### src/rtl/nv_nvdla_cdma_wt_arb_pkg.sv
// Shared constants for the CDMA weight-FIFO write arbiter: state encoding and default sizes.
package nv_nvdla_cdma_wt_arb_pkg;
  typedef logic [1:0] arb_state_t;

  localparam arb_state_t ST_IDLE = 2'd0;
  localparam arb_state_t ST_GNT0 = 2'd1;
  localparam arb_state_t ST_GNT1 = 2'd2;

  localparam int DEF_DW    = 6;
  localparam int DEF_DEPTH = 128;
  localparam int DEF_CW    = 8;
endpackage

### src/rtl/nv_nvdla_cdma_wt_occ_cnt.sv
// Up/down FIFO occupancy counter with watermark throttle; shared by the CDMA FIFO front-ends.
module nv_nvdla_cdma_wt_occ_cnt #(
  parameter int CW    = 8,
  parameter int DEPTH = 128
) (
  input  logic          clk,
  input  logic          reset_,
  input  logic          inc,
  input  logic          dec,
  input  logic [CW-1:0] wmark,
  output logic [CW-1:0] count,
  output logic          throttle
);
  logic [CW-1:0] count_q, count_d;

  always_comb begin
    count_d = count_q;
    if (inc && !dec)      count_d = count_q + CW'(1);
    else if (dec && !inc) count_d = count_q - CW'(1);
  end

  always_ff @(posedge clk) begin
    if (!reset_) count_q <= '0;
    else         count_q <= count_d;
  end

  assign count = count_q;
  // Compare against the registered count only, so throttle never depends on this cycle's accept.
  assign throttle = (count_q == CW'(DEPTH)) || ((wmark != '0) && (count_q >= wmark));
endmodule

### src/rtl/nv_nvdla_cdma_wt_fifo_arb.sv
// Packet-level arbiter sharing the weight FIFO write port between weight fetch and WMB fetch.
module nv_nvdla_cdma_wt_fifo_arb
  import nv_nvdla_cdma_wt_arb_pkg::*;
#(
  parameter int DW    = DEF_DW,
  parameter int DEPTH = DEF_DEPTH,
  parameter int CW    = DEF_CW,
  parameter int PW    = 16
) (
  input  logic          clk,
  input  logic          reset_,
  input  logic          src0_req,
  input  logic [DW-1:0] src0_data,
  input  logic          src0_last,
  output logic          src0_ready,
  input  logic          src1_req,
  input  logic [DW-1:0] src1_data,
  input  logic          src1_last,
  output logic          src1_ready,
  output logic          fifo_wr_req,
  output logic [DW-1:0] fifo_wr_data,
  input  logic          fifo_wr_ready,
  input  logic          fifo_rd_req,
  input  logic          fifo_rd_ready,
  input  logic          cfg_prio,
  input  logic [CW-1:0] cfg_wmark,
  output logic [CW-1:0] occ_count,
  output logic [PW-1:0] pkt_cnt0,
  output logic [PW-1:0] pkt_cnt1,
  output logic          arb_busy
);
  arb_state_t    state_q, state_d;
  logic          rr_last_q, rr_last_d;
  logic [PW-1:0] pkt_cnt0_q, pkt_cnt0_d, pkt_cnt1_q, pkt_cnt1_d;
  logic          throttle, accept, pop, done0, done1;

  assign accept = fifo_wr_req && fifo_wr_ready;
  assign pop    = fifo_rd_req && fifo_rd_ready;

  nv_nvdla_cdma_wt_occ_cnt #(.CW(CW), .DEPTH(DEPTH)) u_occ (
    .clk      (clk),
    .reset_   (reset_),
    .inc      (accept),
    .dec      (pop),
    .wmark    (cfg_wmark),
    .count    (occ_count),
    .throttle (throttle)
  );

  always_comb begin
    fifo_wr_req = 1'b0;
    src0_ready  = 1'b0;
    src1_ready  = 1'b0;
    case (state_q)
      ST_GNT0: begin
        fifo_wr_req = src0_req && !throttle;
        src0_ready  = fifo_wr_ready && !throttle;
      end
      ST_GNT1: begin
        fifo_wr_req = src1_req && !throttle;
        src1_ready  = fifo_wr_ready && !throttle;
      end
      default: ;
    endcase
  end

  assign fifo_wr_data = !fifo_wr_req          ? '0 :
                        (state_q == ST_GNT1)  ? src1_data : src0_data;

  assign done0 = (state_q == ST_GNT0) && accept && src0_last;
  assign done1 = (state_q == ST_GNT1) && accept && src1_last;

  always_comb begin
    state_d    = state_q;
    rr_last_d  = rr_last_q;
    pkt_cnt0_d = pkt_cnt0_q;
    pkt_cnt1_d = pkt_cnt1_q;
    case (state_q)
      // On a round-robin tie src0 wins when src1 completed the last packet (rr_last=1).
      ST_IDLE: begin
        if (src0_req && (!src1_req || cfg_prio || rr_last_q)) state_d = ST_GNT0;
        else if (src1_req)                                     state_d = ST_GNT1;
      end
      ST_GNT0: if (done0) state_d = ST_IDLE;
      ST_GNT1: if (done1) state_d = ST_IDLE;
      default: state_d = ST_IDLE;
    endcase
    if (done0) begin
      rr_last_d  = 1'b0;
      pkt_cnt0_d = pkt_cnt0_q + PW'(1);
    end
    if (done1) begin
      rr_last_d  = 1'b1;
      pkt_cnt1_d = pkt_cnt1_q + PW'(1);
    end
  end

  always_ff @(posedge clk) begin
    if (!reset_) begin
      state_q    <= ST_IDLE;
      rr_last_q  <= 1'b1;
      pkt_cnt0_q <= '0;
      pkt_cnt1_q <= '0;
    end else begin
      state_q    <= state_d;
      rr_last_q  <= rr_last_d;
      pkt_cnt0_q <= pkt_cnt0_d;
      pkt_cnt1_q <= pkt_cnt1_d;
    end
  end

  assign pkt_cnt0 = pkt_cnt0_q;
  assign pkt_cnt1 = pkt_cnt1_q;
  assign arb_busy = (state_q != ST_IDLE);
endmodule

### config.mk
export PLATFORM = sky130hd
export DESIGN_NAME = nv_nvdla_cdma_wt_fifo_arb
export DESIGN_NICKNAME = d
export VERILOG_FILES = /design/src/rtl/nv_nvdla_cdma_wt_arb_pkg.sv /design/src/rtl/nv_nvdla_cdma_wt_occ_cnt.sv /design/src/rtl/nv_nvdla_cdma_wt_fifo_arb.sv
export SDC_FILE = /design/constraint.sdc
export NUM_CORES = 1
export LEC_CHECK = 0
export BUFFER_PORTS_ARGS = -buffer_cell sky130_fd_sc_hd__buf_2
export CORE_ASPECT_RATIO = 1.5
export CORE_UTILIZATION = 45
export CTS_CLUSTER_DIAMETER = 30
export DETAILED_ROUTE_END_ITERATION = 10
export GPL_ROUTABILITY_DRIVEN = 0
export HOLD_SLACK_MARGIN = 0.15
export PLACE_DENSITY_LB_ADDON = 0.05
export SLEW_MARGIN = 20
export SYNTH_ARGS = -nofsm -noshare
export SYNTH_HDL_FRONTEND = slang
export SYNTH_SLANG_ARGS = --single-unit
### constraint.sdc
create_clock -name clk -period 9.8 [get_ports clk]
set_input_delay 1.96 -clock clk [delete_from_list [all_inputs] [get_ports clk]]
set_output_delay 1.96 -clock clk [all_outputs]
set_load 0.01 [all_outputs]
* After elaboration in Yosys (flattened, before gate mapping) *
Index checks and enable logic that the tools add are counted.

storage, ports and cells
  register bits = 43
  input port bits = 30
  output and inout port bits = 50

operators by class
  add/sub/neg operators = 4
  order comparisons = 1
  equality and inequality tests = 6
  multiplexer cells = 12
  bitwise logic cells = 1
  reduce and logical (&&, ||, !) cells = 26

operator list
  kind                     number
  $add A16 B1 Y16 const B  2
  $mux W8                  2
  $logic_and A1 B1 Y1      13
  $mux W6                  2
  $add A8 B1 Y8 const B    1
  $eq A8 B8 Y1 const B     1
  $ge A8 B8 Y1             1
  $mux W2                  4
  $reduce_bool A8 Y1       1
  $sub A8 B1 Y8 const B    1
  $pmux W2 S3              1
  $logic_not A1 Y1         4
  $ne A2 B2 Y1 const B     2
  $reduce_bool A2 Y1       2
  $logic_or A1 B1 Y1       3
  $ne A3 B3 Y1 const B     1
  $reduce_and A3 Y1        1
  $eq A2 B1 Y1 const B     1
  $eq A2 B2 Y1 const B     1
  $logic_not A2 Y1         1
  $mux W1                  2
  $pmux W1 S2              1
  $reduce_or A2 Y1         1
  $not A1 Y1               1

* Depth between registers and ports, before layout *
Gate-level depths: netlist of run 1.

  depth after elaboration = 11
  gate-level depth with buffers = 18
  mapped depth without buffers = 17

* Modules after synthesis *
From an unflattened synthesis of run 1, not the netlist that was laid out.

second synthesis, totals
  cells, all modules = 324
  area, all modules = 2683.8 um2

modules (own cells, without submodules)
  module                     times used  cells each  area an instance (um2)
  nv_nvdla_cdma_wt_fifo_arb  1           227         1875.5
  nv_nvdla_cdma_wt_occ_cnt   1           97          808.3

* Least setup slack after synthesis of run 1 *
Ideal clock, no wire load.

  path type = input to output
  start = input cfg_wmark[4]
  end = output src1_ready
  arrival = 3437 ps
  data required time = 7840 ps
  path slack = 4403 ps
  cell stages on the path = 8
  buffers on the path = 1
  path through = inv_1 > ha_1 > a221oi_2 > nand2_1 > a31oi_4 > o211ai_2 > buf_2 > nor2_1

between the ends
  word-level cells in the longest chain between the ends = 6

ends and longest elaborated chain
  element                                                    RTL line                         text
  start: declaration                                         nv_nvdla_cdma_wt_fifo_arb.sv:26  input logic [CW-1:0] cfg_wmark,
  $ge A8 B8 Y1 / $reduce_bool A8 Y1 (equally long branches)  nv_nvdla_cdma_wt_occ_cnt.sv:29   assign throttle = (count_q == CW'(DEPTH)) || ((wmark != '0) && (count_q >= wmark));
  $logic_and A1 B1 Y1 *                                      nv_nvdla_cdma_wt_occ_cnt.sv:29
  $logic_or A1 B1 Y1 *                                       nv_nvdla_cdma_wt_occ_cnt.sv:29
  $logic_not A1 Y1 *                                         nv_nvdla_cdma_wt_fifo_arb.sv:61  src1_ready = fifo_wr_ready && !throttle;
  $logic_and A1 B1 Y1 *                                      nv_nvdla_cdma_wt_fifo_arb.sv:61
  $mux W1 *                                                  nv_nvdla_cdma_wt_fifo_arb.sv:54  case (state_q)
  end: declaration                                           nv_nvdla_cdma_wt_fifo_arb.sv:19  output logic src1_ready,

Every way passes the cells marked *; elsewhere a longest branch is shown, timed or not.

* Final worst setup path of run 1 *
Ends and elaborated chain as after synthesis.

==> results of run 1 <==
metal layers:
layer / vias to the layer above / wire (um) / GRT usage (%)
li1: 1407 / - / -
met1: 1257 / 2910 / 25.6
met2: 45 / 3490 / 38.4
met3: 9 / 239 / 4.13
met4: 0 / 127 / 7.86
met5: - / 0 / 0
power by group through the flow:
stage	Combinational (uW)	Sequential, uW	Clock (uW)
floorplan	214	211	0
global placement	279	212	0
detailed placement	284	212	0
CTS	285	208	120
global route	321	210	126
finish	282	208	116
cell type report:
class	count	area [sq um]
Multi-Input combinational cell	262	1800
Clock buffer	5	68.8
Timing Repair Buffer	79	395
Sequential cell	43	861
Tap cell	74	92.6
Fill cell	597	2740
Inverter	28	105
Clock inverter	3	20.0
cell families (layout without fill, tap and decap cells):
logic type               count (synthesis)  after routing  synth area share (%)
AND/OR/NAND/NOR                        143            143                  26.2
adder cells (fa/ha/maj)                 21             21                  9.55
AO/OA/AOI/OAI                           74             74                  19.7
flip-flops                              43             43                  30.4
buffers and inverters                   41            115                  5.88
multiplexers                            17             17                  6.06
XOR/XNOR                                 7              7                  2.17
registers in the layout, indices dropped and copies added, names as in the netlist:
signal	cells
pkt_cnt0	16
pkt_cnt1	16
u_occ.count	8
state_q	2
rr_last_q	1
per-stage QoR:
step                util, %  worst slack (ps)  power [uW]
floorplan                 -              4400         426
finish                 55.0              4060         606
global placement       53.5              4070         491
CTS                    55.0              4060         613
detailed placement     53.5              4060         495
global route           55.0              3880         657
critical path: stages:
cell and delay, ps:
buf_2 110, inv_1 40, ha_1 340, a221oi_2 250, nand2_1 110, a31oi_4 310
o211ai_2 290, nor2_1 200, buf_2 160
cells in the final DEF (no fill, tap or decap), types with 7 or more instances in the layout:
cell type / count
nand3_1: 14
nand2b_1: 8
mux2i_1: 16
dfxtp_1: 43
inv_1: 28
ha_1: 20
nand2_1: 39
a21oi_1: 19
o21ai_0: 12
nor3_1: 7
or3_1: 9
buf_2: 79
nor2_1: 27
or4_1: 7
o31ai_1: 8
nor4_1: 9
path summary, 6_finish.rpt:
kind	endpoint	cells after the start	start
worst max-delay path	src1_ready	9	cfg_wmark[4]
worst min-delay path	pkt_cnt1[15]$_SDFFE_PN0P_	2	pkt_cnt1[15]$_SDFFE_PN0P_
worst max register to register	u_occ.count[7]$_SDFFE_PN0P_	17	state_q[0]$_SDFFE_PN0P_
worst min register to register	pkt_cnt1[15]$_SDFFE_PN0P_	2	pkt_cnt1[15]$_SDFFE_PN0P_
==> qor.log, run 1 <==
INFO  clock_network  cts.hold.buffers_added=0
INFO  worst_setup_path crit_arrival=3780ps
INFO  clock_network  cts_buffers=5
INFO  grt            maximum_number_of_pins_on_one_net_before_global_route_repair=39
INFO  sta            grt_setup_unrepaired=false
INFO  clock_network  total_of_cells_resized_after_clock_tree_synthesis=0
INFO  worst_setup_path r2r_setup_slack=5700ps
INFO  sta            worst-slew-pin-transition=952ps
INFO  sta            fin_worst_hold_slack=475ps
INFO  grt            grt_pass1_wl=11300um
INFO  power_and_ir_drop power.net_switching=248uW
INFO  power_and_ir_drop power_density=181nW/um^2
INFO  yosys          yosys.area.top_type_share=30.4%
INFO  die            dieArea=6620squm
INFO  job            reported_max_cap_violation_count=0
INFO  power_and_ir_drop vdd.ir_drop.worst=0.123mV
INFO  detailed_routing detailed_route_vias_per_instance=5.50
INFO  placed_design  place.detailed.hpwl=5130um
INFO  detailed_routing route.final.wire_length=6760um
INFO  yosys          post_synth_top_area_cell=dfxtp_1
INFO  worst_setup_path setup.worst_path.end_class=output port
INFO  grt            grtUsageTotal=21.8%
INFO  detailed_routing antenna_left=0
INFO  clock_network  clock_tree_from_tritoncts=yes
INFO  die            floorplan.initialDensity=46.5%
INFO  die            num_io_pins=80
INFO  yosys          asyncSetResetFlopFracSynth=0%
INFO  min_path       worst_hold_check_path_type=register to register
INFO  yosys          synth_fp_nets=397
INFO  grt            globalRoute.totalOverflow=0
INFO  yosys          synth_top_flop_cell=dfxtp_1
INFO  worst_setup_path criticalPathCategory=primary input to output port
INFO  yosys          number_of_enable_flip_flop_cells_after_synthesis=0
INFO  clock_network  clock_sinks=43
INFO  detailed_routing dr.pass1.iters=4
INFO  placed_design  detailed_place.area=3260squm
INFO  power_and_ir_drop p_leak=0.00141uW
INFO  worst_setup_path start_kind=primary input
INFO  sta            setup_tns=0ps
INFO  power_and_ir_drop p_clk_share=19.1%
INFO  power_and_ir_drop share_seq_of_total_power=34.3%
INFO  power_and_ir_drop combinational_share_of_power=46.6%
INFO  sta            fmax=174MHz
INFO  clock_network  cts_root_buf=clkbuf_8
INFO  finish         summed_area_of_non_filler_cells_in_the_final_layout=3350squm
INFO  detailed_routing drt_iter0_drcs=71
INFO  sta            min_tclk_post_route=5740ps
INFO  yosys          synth.avg_cell_area=8.18squm
INFO  die            coreArea=6090squm
INFO  placed_design  numPortBuffers=79
INFO  sta            maxSlewViolCount=0
INFO  die            die_h=99.1um
INFO  die            placement_rows=35
INFO  sta            slew_headroom=36.2%
INFO  yosys          yosys_warnings=0
INFO  detailed_routing detail_route.wl_per_cell=13.7um
INFO  finish         finish.net_count=470
INFO  clock_network  clkTransAtPathRegs=90ps
INFO  finish         drive_above_1_share=24.5%
INFO  finish         number_of_antenna_diodes=0
INFO  finish         syn2layout_area_growth=18.2%
INFO  grt            grt_antenna_before_repair=0
INFO  sta            finalSetupViolations=0
INFO  yosys          synth_top_cells_by_count=dfxtp_1, nand2_1, inv_1, nor2_1, ha_1
INFO  yosys          yosys.cell_types.count=51
INFO  placed_design  dpl.cell_count=486
INFO  yosys          yosys_register_bits=43
INFO  worst_setup_path path_max_fanout=14
INFO  clock_network  htree_num_levels=2
INFO  finish         post_layout_nonfiller_instances=494
INFO  die            die_width=66.8um
INFO  detailed_routing vias=2718
INFO  clock_network  post_cts_setup_buffer_count=0
INFO  yosys          synth.most_common_cell=dfxtp_1
INFO  power_and_ir_drop cell_internal_pwr=358uW
INFO  yosys          synthTopCellsByArea=dfxtp_1, ha_1, mux2i_1
INFO  power_and_ir_drop sw_frac_of_total=41.0%
INFO  worst_setup_path cp_data_required_time=7840ps
INFO  clock_network  insertion_delay=300ps
INFO  detailed_routing drc=0
INFO  sta            hold_viol_final=0
INFO  yosys          synthesis.instances=346
INFO  clock_network  cts_buffer_depth=2
INFO  grt            via_count_of_the_first_global_routing_pass=2517
INFO  yosys          synth_sequential_area_ratio=30.4%
INFO  yosys          synth_area=2830squm
INFO  sta            final.period_utilization=58.6%
INFO  sta            worst_clock_skew=10.6ps
INFO  outcome        outcome=finished clean
Note: power is estimated with default switching activity, not from simulation.
==> run 2: changes to the inputs <==
- clock period: 9.8 -> 5.7 ns (I/O delays scaled with it)
==> run 2 against run 1 <==
Clock skew is 0.56 ps higher. Critical path depth grew 9. Clock power is 150% higher. Cell area rose by 1.3%. Utilization is 0.72 points higher. Register-to-register slack worse by 4100 ps. Critical path type is now primary input to register.
==> qor.log, run 2 (synthesized netlist as in run 1, its figures left out) <==
INFO  detailed_routing route.final.wire_length=6910um [was 6760 um]
INFO  clock_network  htree_num_levels=2 [unchanged]
INFO  die            num_io_pins=80 [unchanged]
INFO  detailed_routing drc=0 [unchanged]
INFO  worst_setup_path cp.buffers_inverters=4 [was 3]
INFO  worst_setup_path cp_data_required_time=5930ps [was 7840 ps]
INFO  worst_setup_path endpoint_of_the_worst_register_to_register_path=u_occ.count[7]$_SDFFE_PN0P_ [unchanged]
INFO  clock_network  cts_buffers=5 [unchanged]
INFO  clock_network  cts_buffer_depth=2 [unchanged]
INFO  placed_design  place.detailed.hpwl=5220um [was 5130 um]
INFO  grt            grt_antenna_before_repair=0 [unchanged]
INFO  min_path       hold-path-endpoint=pkt_cnt1[7]$_SDFFE_PN0P_ [was pkt_cnt1[15]$_SDFFE_PN0P_]
INFO  die            floorplan.initialDensity=46.5% [unchanged]
INFO  sta            setup_tns=0ps [unchanged]
INFO  finish         layout.cells.most_common=buf_2 [unchanged]
INFO  sta            maxSlewViolCount=0 [unchanged]
INFO  finish         drive_above_1_share=24.3% [was 24.5%]
INFO  clock_network  clock_tree_from_tritoncts=yes [unchanged]
INFO  die            placement_rows=35 [unchanged]
INFO  worst_setup_path worstRegToRegCells=17 [unchanged]
INFO  worst_setup_path criticalPathCategory=primary input to register [was primary input to output port]
INFO  power_and_ir_drop vdd.ir_drop.worst=0.204mV [was 0.123 mV]
INFO  worst_setup_path timing.critical_path.cells=buf_2, inv_1, ha_1, nand2_1, o21ai_0, a31oi_4, o21ai_4, inv_1, and2_1, ha_1, inv_1, ha_1, a21oi_1, o211ai_1, o41ai_1, xnor2_1, or3_1, a21oi_1 [was buf_2, inv_1, ha_1, a221oi_2, nand2_1, a31oi_4, o211ai_2, nor2_1, buf_2]
INFO  detailed_routing dr.pass1.iters=4 [unchanged]
INFO  clock_network  insertion_delay=310ps [was 300 ps]
INFO  placed_design  numPortBuffers=79 [unchanged]
INFO  min_path       worst_hold_check_path_type=register to register [unchanged]
INFO  clock_network  cts.hold.buffers_added=0 [unchanged]
INFO  sta            fmax=224MHz
INFO  detailed_routing vias=2753 [was 2718]
INFO  clock_network  clkTransAtPathRegs=80ps [was 90 ps]
INFO  grt            maximum_number_of_pins_on_one_net_before_global_route_repair=39 [unchanged]
INFO  worst_setup_path cp_slowest_cell=o21ai_4 [was ha_1]
INFO  die            coreArea=6090squm [unchanged]
INFO  clock_network  post_cts_setup_buffer_count=0 [unchanged]
INFO  detailed_routing drt_iter0_drcs=98 [was 71]
INFO  grt            grt_pass1_wl=11200um [was 11300 um]
INFO  worst_setup_path max_stage_delay=430ps [was 340 ps]
INFO  die            die_width=66.8um [unchanged]
INFO  detailed_routing detail_route.wl_per_cell=14.0um [was 13.7 um]
INFO  grt            via_count_of_the_first_global_routing_pass=2485 [was 2517]
INFO  worst_setup_path r2r_setup_slack=1590ps [was 5700 ps]
INFO  detailed_routing detailed_route_vias_per_instance=5.57 [was 5.50]
INFO  worst_setup_path crit_arrival=4700ps [was 3780 ps]
INFO  finish         layout.cells.most_common_list=buf_2, dfxtp_1, nand2_1 [unchanged]
INFO  sta            finalSetupViolations=0 [unchanged]
INFO  worst_setup_path path_max_fanout=19 [was 14]
INFO  finish         final.fill_count=631 [was 597]
INFO  sta            worst-slew-pin-transition=983ps [was 952 ps]
INFO  worst_setup_path reg2reg_from=state_q[0]$_SDFFE_PN0P_ [unchanged]
INFO  sta            hold_viol_final=0 [unchanged]
INFO  power_and_ir_drop power_density=336nW/um^2 [was 181 nW/um^2]
INFO  die            die_h=99.1um [unchanged]
INFO  detailed_routing antenna_left=0 [unchanged]
INFO  clock_network  total_of_cells_resized_after_clock_tree_synthesis=0 [unchanged]
INFO  sta            worst_clock_skew=11.2ps [was 10.6 ps]
INFO  sta            min_tclk_post_route=4470ps
INFO  finish         finish.net_count=470 [unchanged]
INFO  worst_setup_path setup.worst_path.end_class=register [was output port]
INFO  clock_network  cts_root_buf=clkbuf_8 [unchanged]
INFO  power_and_ir_drop p_leak=0.00143uW [was 0.00141 uW]
INFO  placed_design  place_worst_setup_slack=891ps [was 4060 ps]
INFO  grt            globalRoute.totalOverflow=0 [unchanged]
INFO  sta            final.period_utilization=78.5%
INFO  power_and_ir_drop fin_total_pwr=1140uW [was 606 uW]
INFO  sta            grt_setup_unrepaired=false [unchanged]
INFO  finish         syn2layout_area_growth=19.8% [was 18.2%]
INFO  finish         number_of_antenna_diodes=0 [unchanged]
INFO  outcome        outcome=finished clean [unchanged]
INFO  min_path       whs_path_depth=2 [unchanged]
INFO  job            reported_max_cap_violation_count=0 [unchanged]
INFO  die            dieArea=6620squm [unchanged]
INFO  min_path       timing.hold.worst.start=pkt_cnt1[7]$_SDFFE_PN0P_ [was pkt_cnt1[15]$_SDFFE_PN0P_]
INFO  worst_setup_path start_kind=primary input [unchanged]
INFO  worst_setup_path critical-path-top-delay-family=compound AO/OA/AOI/OAI gates [unchanged]
INFO  sta            slew_headroom=34.2% [was 36.2%]
INFO  grt            grtUsageTotal=22.0% [was 21.8%]
INFO  sta            finalWorstSetupSlack=1230ps [was 4060 ps]
INFO  clock_network  clock_sinks=43 [unchanged]
[run 2: cell count changes in the layout (fill, tap and decap cells not counted), sizes merged]
cell / change
bufinv: +2
clkbuf: +1
clkinv: -1
clkinvlp: -2
[run 2: power by group]
group,switching (uW),leakage [uW],total (uW),internal [uW]
Clock,114,0.0000654,289,175
Sequential,33.1,0.000348,357,324
Combinational,286,0.00102,492,206
[run 2: through the flow]
stage | instances | utilization, % | hold slack [ps] | cell area, sq um
3_5_place_dp | 486 | 53.5 | 466 | 3260
4_1_cts | 494 | 55.7 | 484 | 3390
5_1_grt | 494 | 55.7 | 511 | 3390
6_report | 494 | 55.7 | 477 | 3390
3_3_place_gp | 486 | 53.5 | 457 | 3260
2_1_floorplan | 346 | - | 436 | 2830
[run 2: worst max path at each step]
stage / start / end / slack [ps] / cells past startpoint
3_5_place_dp: cfg_wmark[2] / u_occ.count[7]$_SDFFE_PN0P_ / 890 / 18
2_1_floorplan: cfg_wmark[2] / u_occ.count[7]$_SDFFE_PN0P_ / 1290 / 18
5_1_grt: cfg_wmark[2] / u_occ.count[7]$_SDFFE_PN0P_ / 870 / 18
6_report: cfg_wmark[2] / u_occ.count[7]$_SDFFE_PN0P_ / 1230 / 18
3_3_place_gp: cfg_wmark[2] / u_occ.count[7]$_SDFFE_PN0P_ / 980 / 18
4_1_cts: cfg_wmark[2] / u_occ.count[7]$_SDFFE_PN0P_ / 1200 / 18
[run 2: metal layers]
| metal | GRT usage, % | wire [um] |
|---|---|---|
| met1 | 24.1 | 2860 |
| met2 | 40.3 | 3680 |
| met3 | 3.44 | 209 |
| met4 | 9.00 | 163 |
| met5 | 0 | 0 |
[run 2: layout make-up]
cell class / count / area (sq um) / area share [%]
Inverter: 28 / 105 / 3.10
Tap cell: 74 / 92.6 / 2.73
Timing Repair Buffer: 79 / 395 / 11.7
Clock inverter: 2 / 60.1 / 1.77
Multi-Input combinational cell: 262 / 1800 / 53.2
Sequential cell: 43 / 861 / 25.4
Clock buffer: 6 / 72.6 / 2.14
[run 2: worst register-to-register path: stages (launching register included)]
cell and delay, ps:
dfxtp_1 350, inv_1 90, ha_1 560, mux2_1 450, o211ai_2 120, a21oi_4 70
o21ai_4 200, inv_1 100, and2_1 180, ha_1 240, inv_1 190, ha_1 270
a21oi_1 190, o211ai_1 150, o41ai_1 320, xnor2_1 110, or3_1 310, a21oi_1 140
==> run 3: changes to the inputs <==
- clock period: 5.7 -> 4.5 ns (I/O delays scaled with it)
==> run 3 against run 2 <==
Register-to-register slack lost 840 ps. Routed wire length increased by 0.61%. Non-clock buffer count rose by 5. Utilization fell by 0.10 points. Clock power down 12%. Die area unchanged. Critical path depth unchanged. Clock skew is 3.2 ps lower. Cell area is 0.18% lower. Worst setup slack got worse by 740 ps. Via count grew 0.11%.
==> qor.log, run 3 (synthesized netlist as in run 1, its figures left out) <==
INFO  power_and_ir_drop power_density=401nW/um^2 [was 336 nW/um^2]
INFO  die            dieArea=6620squm [unchanged]
INFO  detailed_routing detail_route.wl_per_cell=13.9um [was 14.0 um]
INFO  finish         syn2layout_area_growth=19.5% [was 19.8%]
INFO  clock_network  insertion_delay=310ps [about the same]
INFO  sta            slew_headroom=34.9% [was 34.2%]
INFO  worst_setup_path start_kind=primary input [unchanged]
INFO  die            floorplan.initialDensity=46.5% [unchanged]
INFO  sta            worst_clock_skew=8.03ps [was 11.2 ps]
INFO  finish         drive_above_1_share=25.4% [was 24.3%]
INFO  worst_setup_path r2r_setup_slack=750ps [was 1590 ps]
INFO  worst_setup_path worstRegToRegCells=18 [was 17]
INFO  detailed_routing dr.pass1.iters=4 [unchanged]
INFO  worst_setup_path max_stage_delay=410ps [was 430 ps]
INFO  detailed_routing wl_met2=3620um [was 3680 um]
INFO  power_and_ir_drop cell_internal_pwr=798uW [was 705 uW]
INFO  min_path       worst_hold_check_path_type=register to register [unchanged]
INFO  outcome        outcome=finished clean [unchanged]
INFO  grt            grtUsageTotal=22.3% [was 22.0%]
INFO  min_path       timing.hold.worst.start=pkt_cnt1[7]$_SDFFE_PN0P_ [unchanged]
INFO  placed_design  detailed_place.area=3290squm [was 3260 sq um]
INFO  sta            worst-slew-pin-transition=973ps [was 983 ps]
INFO  die            placement_rows=35 [unchanged]
INFO  die            die_h=99.1um [unchanged]
INFO  finish         number_of_antenna_diodes=0 [unchanged]
INFO  min_path       hold-path-endpoint=pkt_cnt1[7]$_SDFFE_PN0P_ [unchanged]
INFO  clock_network  clock_sinks=43 [unchanged]
INFO  grt            globalRoute.totalOverflow=0 [unchanged]
INFO  grt            maximum_number_of_pins_on_one_net_before_global_route_repair=39 [unchanged]
INFO  sta            hold_viol_final=0 [unchanged]
INFO  power_and_ir_drop power.net_switching=558uW [was 433 uW]
INFO  power_and_ir_drop vdd.ir_drop.worst=0.288mV [was 0.204 mV]
INFO  grt            via_count_of_the_first_global_routing_pass=2535 [was 2485]
INFO  clock_network  total_of_cells_resized_after_clock_tree_synthesis=0 [unchanged]
INFO  worst_setup_path timing.critical_path.cells=buf_2, inv_1, ha_1, a221oi_2, nand2_1, a31oi_4, o21ai_4, inv_1, and2_1, ha_1, inv_1, ha_1, a21oi_1, o211ai_1, o41ai_1, xnor2_1, or3_1, a21oi_1 [was buf_2, inv_1, ha_1, nand2_1, o21ai_0, a31oi_4, o21ai_4, inv_1, and2_1, ha_1, inv_1, ha_1, a21oi_1, o211ai_1, o41ai_1, xnor2_1, or3_1, a21oi_1]
INFO  worst_setup_path reg2reg_from=u_occ.count[0]$_SDFFE_PN0P_ [was state_q[0]$_SDFFE_PN0P_]
INFO  power_and_ir_drop share_seq_of_total_power=33.0% [was 31.4%]
INFO  worst_setup_path crit_arrival=4240ps [was 4700 ps]
INFO  detailed_routing route.final.wire_length=6960um [was 6910 um]
INFO  clock_network  clock_tree_from_tritoncts=yes [unchanged]
INFO  sta            setup_tns=0ps [unchanged]
INFO  power_and_ir_drop p_clk_share=18.7% [was 25.4%]
INFO  placed_design  numPortBuffers=79 [unchanged]
INFO  finish         summed_area_of_non_filler_cells_in_the_final_layout=3380squm [was 3390 sq um]
INFO  placed_design  place.detailed.hpwl=5260um [was 5220 um]
INFO  clock_network  post_cts_setup_buffer_count=0 [unchanged]
INFO  sta            finalSetupViolations=0 [unchanged]
INFO  clock_network  cts.hold.buffers_added=0 [unchanged]
INFO  grt            grt_antenna_before_repair=0 [unchanged]
INFO  detailed_routing drt_iter0_drcs=88 [was 98]
INFO  die            coreArea=6090squm [unchanged]
INFO  worst_setup_path criticalPathCategory=primary input to register [unchanged]
INFO  detailed_routing route.layer.met1.wl=2940um [was 2860 um]
INFO  die            num_io_pins=80 [unchanged]
INFO  clock_network  htree_num_levels=2 [unchanged]
INFO  job            reported_max_cap_violation_count=0 [unchanged]
INFO  finish         layout.cells.most_common_list=buf_2, dfxtp_1, nand2_1 [unchanged]
INFO  sta            final.period_utilization=89.2%
INFO  worst_setup_path cp_data_required_time=4720ps [was 5930 ps]
INFO  sta            min_tclk_post_route=4020ps
INFO  sta            fmax=249MHz
INFO  grt            grt_pass1_wl=11400um [was 11200 um]
INFO  die            die_width=66.8um [unchanged]
INFO  worst_setup_path path_max_fanout=6 [was 19]
INFO  clock_network  clkTransAtPathRegs=90ps [was 80 ps]
INFO  power_and_ir_drop sw_frac_of_total=41.1% [was 38.0%]
INFO  detailed_routing antenna_left=0 [unchanged]
INFO  sta            maxSlewViolCount=0 [unchanged]
INFO  power_and_ir_drop p_leak=0.00143uW [about the same]
INFO  detailed_routing wl_met3=220um [was 209 um]
INFO  worst_setup_path endpoint_of_the_worst_register_to_register_path=u_occ.count[7]$_SDFFE_PN0P_ [unchanged]
INFO  clock_network  cts_root_buf=clkbuf_8 [unchanged]
INFO  finish         post_layout_nonfiller_instances=499 [was 494]
INFO  detailed_routing vias=2756 [was 2753]
INFO  detailed_routing drc=0 [unchanged]
INFO  worst_setup_path setup.worst_path.end_class=register [unchanged]
INFO  sta            grt_setup_unrepaired=false [unchanged]
INFO  clock_network  cts_buffer_depth=2 [unchanged]
INFO  finish         finish.net_count=475 [was 470]
INFO  min_path       whs_path_depth=2 [unchanged]
INFO  placed_design  dpl.cell_count=491 [was 486]
INFO  detailed_routing highest-signal-layer=met4 [unchanged]
INFO  detailed_routing detailed_route_vias_per_instance=5.52 [was 5.57]
INFO  worst_setup_path cp_slowest_cell=o41ai_1 [was o21ai_4]
INFO  finish         layout.cells.most_common=buf_2 [unchanged]
INFO  power_and_ir_drop combinational_share_of_power=48.3% [was 43.2%]
INFO  clock_network  cts_buffers=5 [unchanged]
## run 3: cell type report
cell class | instances | area (sq um)
well taps | 74 | 92.6
flip-flops and latches | 43 | 861
fillers | 595 | 2700
clock buffers | 5 | 68.8
clock inverters | 3 | 20.0
repair buffers | 84 | 433
inverters | 28 | 105
multi-input cells | 262 | 1800
## run 3: metal layers
metal / vias up / global-route usage (%)
li1: 1405 / -
met1: 1285 / 24.6
met2: 54 / 40.0
met3: 12 / 3.90
met4: 0 / 9.98
met5: - / 0
## run 3: worst max path at each step
stage	from	endpoint	slack (ps)	depth (start not counted)
6_report	cfg_wmark[4]	u_occ.count[7]$_SDFFE_PN0P_	480	18
3_5_place_dp	cfg_wmark[4]	u_occ.count[7]$_SDFFE_PN0P_	220	18
2_1_floorplan	cfg_wmark[2]	u_occ.count[7]$_SDFFE_PN0P_	330	18
5_1_grt	cfg_wmark[4]	u_occ.count[7]$_SDFFE_PN0P_	240	18
3_3_place_gp	cfg_wmark[2]	u_occ.count[7]$_SDFFE_PN0P_	400	18
4_1_cts	cfg_wmark[4]	u_occ.count[7]$_SDFFE_PN0P_	530	18
## run 3: metrics by stage
step	util [%]	setup slack, ps	hold slack (ps)	power [uW]
after CTS	55.6	527	480	1370
final	55.6	484	477	1360
after detailed placement	54.1	215	454	1110
after global routing	55.6	238	498	1470
after floorplan	-	327	436	927
after global placement	54.1	402	454	1100
## run 3: critical path, delay by kind of cell
family / cells / cell delay (ps)
AO/OA/AOI/OAI: 7 / 1370
adder cells (fa/ha/maj): 3 / 870
AND/OR/NAND/NOR: 3 / 570
buffers and inverters: 4 / 390
XOR/XNOR: 1 / 130
## run 3: power by group through the flow
stage	Combinational (uW)	Clock (uW)	Sequential [uW]
2_1_floorplan	467	0	460
3_3_place_gp	640	0	456
3_5_place_dp	654	0	456
4_1_cts	657	263	447
5_1_grt	735	279	452
6_report	656	254	447
